==> src/rtl/mems_scan_pkg.sv <==
// Shared types and defaults for the MEMS scan timing generator.
package mems_scan_pkg;

   typedef enum logic [1:0] {
      ST_IDLE  = 2'd0,
      ST_RUN   = 2'd1,
      ST_BLANK = 2'd2
   } scan_state_e;

   localparam int SCAN_DEF_PERIOD = 1000000;
   localparam int SCAN_DEF_LINES  = 16;
   // A one-cycle period would make back-to-back events indistinguishable.
   localparam int SCAN_MIN_PERIOD = 2;

endpackage

==> src/rtl/mems_evt_flag.sv <==
// Event flag held until acknowledged; a set in the same cycle as done wins.
// ovr reports an event landing on a flag that is still pending and not being acked.
module mems_evt_flag (
   input  logic clk,
   input  logic rst,
   input  logic set,
   input  logic done,
   output logic flag,
   output logic ovr
);

   logic flag_d, flag_q;

   always_comb begin
      flag_d = flag_q;
      if (done) flag_d = 1'b0;
      if (set)  flag_d = 1'b1;
   end

   always_ff @(posedge clk) begin
      if (rst) flag_q <= 1'b0;
      else     flag_q <= flag_d;
   end

   assign flag = flag_q;
   assign ovr  = set & flag_q & ~done;

endmodule

==> src/rtl/mems_scan_gen.sv <==
// MEMS scan timing generator: line/frame event flags at a programmable period.
// Define MEMS_SCAN_BLANK_EN to add a vertical blanking state after each frame event.
module mems_scan_gen
   import mems_scan_pkg::*;
#(
   parameter int CNT_W      = 30,
   parameter int LINE_W     = 8,
   parameter int FRM_W      = 16,
   parameter int DEF_PERIOD = SCAN_DEF_PERIOD,
   parameter int DEF_LINES  = SCAN_DEF_LINES
) (
   input  logic              clk,
   input  logic              rst,
   input  logic              enable,
   input  logic              cfg_load,
   input  logic [CNT_W-1:0]  line_period,
   input  logic [LINE_W-1:0] lines_per_frame,
   input  logic              new_line_done,
   input  logic              new_frame_done,
`ifdef MEMS_SCAN_BLANK_EN
   input  logic [CNT_W-1:0]  blank_len,
   output logic              in_blank,
`endif
   output logic              new_line,
   output logic              new_frame,
   output logic [LINE_W-1:0] line_idx,
   output logic [FRM_W-1:0]  frame_cnt,
   output logic              overrun,
   output logic              busy
);

   scan_state_e       state_d, state_q;
   logic [CNT_W-1:0]  cnt_d, cnt_q;
   logic [LINE_W-1:0] line_idx_d, line_idx_q;
   logic [FRM_W-1:0]  frame_cnt_d, frame_cnt_q;
   logic [CNT_W-1:0]  shd_period_d, shd_period_q;
   logic [LINE_W-1:0] shd_lines_d, shd_lines_q;
   logic              pend_d, pend_q;
   logic [CNT_W-1:0]  pend_period_d, pend_period_q;
   logic [LINE_W-1:0] pend_lines_d, pend_lines_q;
   logic              overrun_d, overrun_q;
   logic              busy_d, busy_q;
`ifdef MEMS_SCAN_BLANK_EN
   logic [CNT_W-1:0]  blank_cnt_d, blank_cnt_q;
   logic              in_blank_d, in_blank_q;
`endif

   logic [CNT_W-1:0]  p_eff;
   logic [LINE_W-1:0] l_eff;
   logic              evt, last_line, line_set, frame_set, line_ovr, frame_ovr;

   assign p_eff     = (shd_period_q < CNT_W'(SCAN_MIN_PERIOD)) ? CNT_W'(SCAN_MIN_PERIOD) : shd_period_q;
   assign l_eff     = (shd_lines_q == '0) ? LINE_W'(1) : shd_lines_q;
   assign evt       = (state_q == ST_RUN) && enable && (cnt_q == p_eff - CNT_W'(1));
   assign last_line = (line_idx_q >= l_eff - LINE_W'(1));
   assign line_set  = evt && !last_line;
   assign frame_set = evt && last_line;

   mems_evt_flag u_line_flag (
      .clk  (clk),
      .rst  (rst),
      .set  (line_set),
      .done (new_line_done),
      .flag (new_line),
      .ovr  (line_ovr)
   );

   mems_evt_flag u_frame_flag (
      .clk  (clk),
      .rst  (rst),
      .set  (frame_set),
      .done (new_frame_done),
      .flag (new_frame),
      .ovr  (frame_ovr)
   );

   always_comb begin
      state_d       = state_q;
      cnt_d         = cnt_q;
      line_idx_d    = line_idx_q;
      frame_cnt_d   = frame_cnt_q;
      shd_period_d  = shd_period_q;
      shd_lines_d   = shd_lines_q;
      pend_d        = pend_q;
      pend_period_d = pend_period_q;
      pend_lines_d  = pend_lines_q;
      overrun_d     = overrun_q | line_ovr | frame_ovr;
`ifdef MEMS_SCAN_BLANK_EN
      blank_cnt_d   = blank_cnt_q;
`endif

      case (state_q)
         ST_IDLE: begin
            cnt_d      = '0;
            line_idx_d = '0;
            if (enable) state_d = ST_RUN;
         end
         ST_RUN: begin
            if (!enable) begin
               state_d    = ST_IDLE;
               cnt_d      = '0;
               line_idx_d = '0;
            end else if (evt) begin
               cnt_d = '0;
               if (last_line) begin
                  line_idx_d  = '0;
                  frame_cnt_d = frame_cnt_q + FRM_W'(1);
`ifdef MEMS_SCAN_BLANK_EN
                  if (blank_len != '0) begin
                     state_d     = ST_BLANK;
                     blank_cnt_d = '0;
                  end
`endif
               end else begin
                  line_idx_d = line_idx_q + LINE_W'(1);
               end
            end else begin
               cnt_d = cnt_q + CNT_W'(1);
            end
         end
`ifdef MEMS_SCAN_BLANK_EN
         ST_BLANK: begin
            cnt_d = '0;
            if (!enable) begin
               state_d    = ST_IDLE;
               line_idx_d = '0;
            end else if ((blank_cnt_q + CNT_W'(1)) >= blank_len) begin
               state_d = ST_RUN;
            end else begin
               blank_cnt_d = blank_cnt_q + CNT_W'(1);
            end
         end
`endif
         default: state_d = ST_IDLE;
      endcase

      // While scanning, config waits for a frame boundary; the newest request wins.
      if (cfg_load) begin
         pend_period_d = line_period;
         pend_lines_d  = lines_per_frame;
      end
      if (state_q == ST_IDLE) begin
         if (cfg_load) begin
            shd_period_d = line_period;
            shd_lines_d  = lines_per_frame;
            pend_d       = 1'b0;
         end
      end else begin
         if (cfg_load) pend_d = 1'b1;
         if (frame_set && (pend_q || cfg_load)) begin
            shd_period_d = pend_period_d;
            shd_lines_d  = pend_lines_d;
            pend_d       = 1'b0;
         end
      end

      busy_d = (state_q != ST_IDLE);
`ifdef MEMS_SCAN_BLANK_EN
      in_blank_d = (state_d == ST_BLANK);
`endif
   end

   always_ff @(posedge clk) begin
      if (rst) begin
         state_q       <= ST_IDLE;
         cnt_q         <= '0;
         line_idx_q    <= '0;
         frame_cnt_q   <= '0;
         shd_period_q  <= CNT_W'(DEF_PERIOD);
         shd_lines_q   <= LINE_W'(DEF_LINES);
         pend_q        <= 1'b0;
         pend_period_q <= '0;
         pend_lines_q  <= '0;
         overrun_q     <= 1'b0;
         busy_q        <= 1'b0;
`ifdef MEMS_SCAN_BLANK_EN
         blank_cnt_q   <= '0;
         in_blank_q    <= 1'b0;
`endif
      end else begin
         state_q       <= state_d;
         cnt_q         <= cnt_d;
         line_idx_q    <= line_idx_d;
         frame_cnt_q   <= frame_cnt_d;
         shd_period_q  <= shd_period_d;
         shd_lines_q   <= shd_lines_d;
         pend_q        <= pend_d;
         pend_period_q <= pend_period_d;
         pend_lines_q  <= pend_lines_d;
         overrun_q     <= overrun_d;
         busy_q        <= busy_d;
`ifdef MEMS_SCAN_BLANK_EN
         blank_cnt_q   <= blank_cnt_d;
         in_blank_q    <= in_blank_d;
`endif
      end
   end

   assign line_idx  = line_idx_q;
   assign frame_cnt = frame_cnt_q;
   assign overrun   = overrun_q;
   assign busy      = busy_q;
`ifdef MEMS_SCAN_BLANK_EN
   assign in_blank  = in_blank_q;
`endif

endmodule

==> config.mk <==
export PLATFORM = sky130hd
export DESIGN_NAME = mems_scan_gen
export DESIGN_NICKNAME = d
export VERILOG_FILES = /design/src/rtl/mems_scan_pkg.sv /design/src/rtl/mems_evt_flag.sv /design/src/rtl/mems_scan_gen.sv
export SDC_FILE = /design/constraint.sdc
export NUM_CORES = 1
export LEC_CHECK = 0
export CAP_MARGIN = 20
export CORE_MARGIN = 2
export CORE_UTILIZATION = 40
export DETAILED_ROUTE_END_ITERATION = 8
export GPL_TIMING_DRIVEN = 1
export PLACE_DENSITY = 0.7
export SYNTH_ARGS = -nofsm -noshare
export SYNTH_HDL_FRONTEND = slang
export SYNTH_SLANG_ARGS = --single-unit
export TNS_END_PERCENT = 5
==> constraint.sdc <==
create_clock -name clk -period 6.6 [get_ports clk]
set_input_delay 1.65 -clock clk [delete_from_list [all_inputs] [get_ports clk]]
set_output_delay 1.65 -clock clk [all_outputs]
set_load 0.1 [all_outputs]
==> key figures <==
Cells and area
  – Layout area overhead: 21.7%
  – Diodes inserted: 0
  – Core Util, Final: 0.496
  – Fill count: 1619
  – Finished Cell Area: 8520 sq um
  – Share of layout cells above drive strength 1: 0.0721
  – Layout Nets: 893
  – Layout Cells excl Fill: 1071

CTS
  – CTS root buffer: clkbuf_16
  – Clock net sink count: 136
  – Num CTS Buffers: 17
  – CTS Buffer Depth: 2
  – Register clock-pin slew on the reported worst setup and hold paths: 0.06 ns
  – Htree depth: 4
  – CTS tree: built
  – Number of hold buffers added after CTS: 0
  – Clock Latency Late Sink: 0.43 ns
  – Post-CTS Setup Inserts: 0
  – Post-CTS Resized: 0

Synth
  – Yosys warning count: 0
  – Complex-gate fraction of the synthesized area: 0.128
  – Seq/Total Area, Yosys: 0.389
  – Area share of the largest cell type after synthesis: 0.389
  – Post-synth top cells: dfxtp_1 (136), nor2_1 (111), mux2i_1 (46)
  – Yosys top cell by area: dfxtp_1
  – Ys flop type: dfxtp_1
  – Post-synth EDFFs: 0
  – Main combinational cell family by area after synthesis: simple AND/OR/NAND/NOR gates
  – Mapped Nets: 837
  – Most frequent cell after synthesis: dfxtp_1
  – Gate count of the mapped netlist: 779
  – Post-synthesis async set-or-reset flop share: 0
  – Post-synthesis mux area share: 0.0690
  – Post-synth cell types: 62
  – XOR/XNOR Fraction of Synth Area: 0.0939
  – Syn avg cell area: 8.98 sq um
  – Yosys reg bits: 136
  – Post-Synth Adder-Cell Area: 0.0250
  – Fraction of the mapped netlist area in simple logic gates: 0.261
  – Cell Area, Synth: 7000 sq um
  – Synth area leaders: dfxtp_1 (39%), mux2i_1 (6.6%), nor2_1 (6.0%)

Global routing
  – Initial antenna violation count: 0
  – Vias in the first global route: 5453
  – Overflow after GRT: 0
  – Global-route wire length before repair: 28100 um
  – Largest net degree at the start of global routing: 67
  – Tot GR Track Use: 0.195

STA
  – Worst Skew: 0.00713 ns
  – Fmax achieved: 172 MHz
  – Setup TNS: 0 ns
  – Final Cycle Share: 0.881
  – Slew margin rel.: 0.340
  – Actual slew at the worst max-slew pin: 0.987 ns
  – Setup slack after layout: 0.784 ns
  – Period minus WS final: 5.82 ns
  – Min Hold Slack: 0.465 ns
  – Final setup fails: 0
  – Endpoints failing hold: 0
  – RSZ-0062 raised after global routing: false
  – Max-slew violations: 0

Worst setup path
  – Crit. End Element: flop
  – WP data required: 6.91 ns
  – Crit path max fanout: 15
  – CP arrival: 6.13 ns
  – Worst setup path category: flop to flop
  – Critical Path Start Type: flop

Placed design
  – IO Port Bufs: 71
  – Inst Count DP: 1040
  – DP Worst Slack: 0.888 ns
  – Post-detail-place hpwl: 12000 um
  – GP Congestion: 0.936
  – DP Area: 7890 sq um

Die
  – Core box area: 17200 sq um
  – Die area: 18600 sq um
  – Die Y: 136 um
  – Starting density of the core: 0.407
  – Io pins: 72
  – Standard-cell row count: 48
  – Width of the die: 136 um

Routing
  – Post-route DRC: 0
  – Final WL: 17400 um
  – Antenna viol nets, final: 0
  – DRT Pass-1 Iters: 5
  – Wire per inst: 16.3 um
  – Vias per inst: 5.50
  – DRC marker count from the first detailed-route iteration: 347
  – Via Count: 5888

Flow run
  – Max-Cap Viols: 0

Power and ir drop
  – Power per cell area: 276 nW/um^2
  – Power Total: 2.35 mW
  – Worst VDD drop: 0.000195 V
  – LEAKAGE: 3.10 nW

Outcome
  – Status: finished clean

Worst hold path
  – Worst Hold Class: flop to flop
[metal layers]
metal / share of wire / global-route usage / up-vias / routed length, um
li1: - / - / 2928 / -
met2: 0.45 / 0.298 / 142 / 7800
met5: 0 / 0 / - / 0
met3: 0.046 / 0.0440 / 15 / 809
met1: 0.49 / 0.271 / 2803 / 8610
met4: 0.011 / 0.0642 / 0 / 200
[cells in the final DEF, fill, tap and decap left out, types with 5 or more instances in the layout]
cell / Yosys / final
o21ai_0: 17 / 17
xnor2_1: 42 / 42
clkdlybuf4s50_1: 0 / 69
nor3_1: 11 / 11
or4_1: 10 / 10
nor2b_1: 7 / 7
dfxtp_1: 136 / 136
inv_1: 19 / 19
ha_1: 14 / 14
nand3_1: 26 / 26
a221o_1: 30 / 30
o31ai_1: 5 / 5
nor4_1: 7 / 7
nand2_1: 34 / 34
nor3b_1: 30 / 30
nand3b_1: 8 / 8
xor2_1: 33 / 33
mux2i_1: 46 / 46
or3_1: 17 / 17
a21oi_1: 28 / 28
nand2b_1: 9 / 9
and3_1: 15 / 15
o221a_1: 7 / 7
nand4_1: 14 / 14
clkbuf_16: 0 / 17
nor2_1: 111 / 111
buf_4: 0 / 7
[flip-flops by register name (all words and copies together), names as in the netlist]
register and count:
frame_cnt 16, u_line_flag.flag 1, busy 1, cnt_q 30, shd_lines_q 8, pend_lines_q 8, shd_period_q 30, line_idx 8
state_q 1, u_frame_flag.flag 1, overrun 1, pend_q 1, pend_period_q 30
[cell families (layout without fill, tap and decap cells)]
logic type | count (synthesis) | count (layout)
buf+inv | 61 | 128
xor+xnor | 75 | 75
compound gates | 117 | 117
fa+ha+maj | 14 | 14
flops | 136 | 136
mux | 48 | 48
simple gates | 328 | 328
[critical path, cell delays in order (launching register included)]
cell and delay (ns):
dfxtp_1 0.35, nor4_1 0.56, and4_1 0.48, nand3_1 0.28, nand2_1 0.15, ha_1 0.31
nand4_2 0.23, nor4_2 0.30, xnor2_1 0.12, a2111o_1 0.28, or4_1 0.56, nor4_4 0.66
nand2_2 0.35, or4_1 0.75, o221a_1 0.31
[worst paths after layout]
| path | start | end | slack (ns) | cells after the start |
|---|---|---|---|---|
| max | shd_period_q[21] | shd_period_q[16] | 0.78 | 14 |
| min | overrun | overrun | 0.46 | 2 |
| max reg2reg | shd_period_q[21] | shd_period_q[16] | 0.78 | 14 |
| min reg2reg | overrun | overrun | 0.46 | 2 |
[final cells by class]
type	instances	area (sq um)	area share
clock buffers	22	484	0.0569
clock inverters	8	120	0.0141
inverters	19	71.3	0.00837
multi-input cells	582	4060	0.476
flip-flops and latches	136	2720	0.320
well taps	225	282	0.0331
repair buffers	79	781	0.0917
[power by group]
group / internal [mW] / switching [mW]
registers: 0.875 / 0.0723
clock network: 0.627 / 0.347
logic: 0.190 / 0.237
total: 1.69 / 0.656
Note: power is estimated with default switching activity, not from simulation.
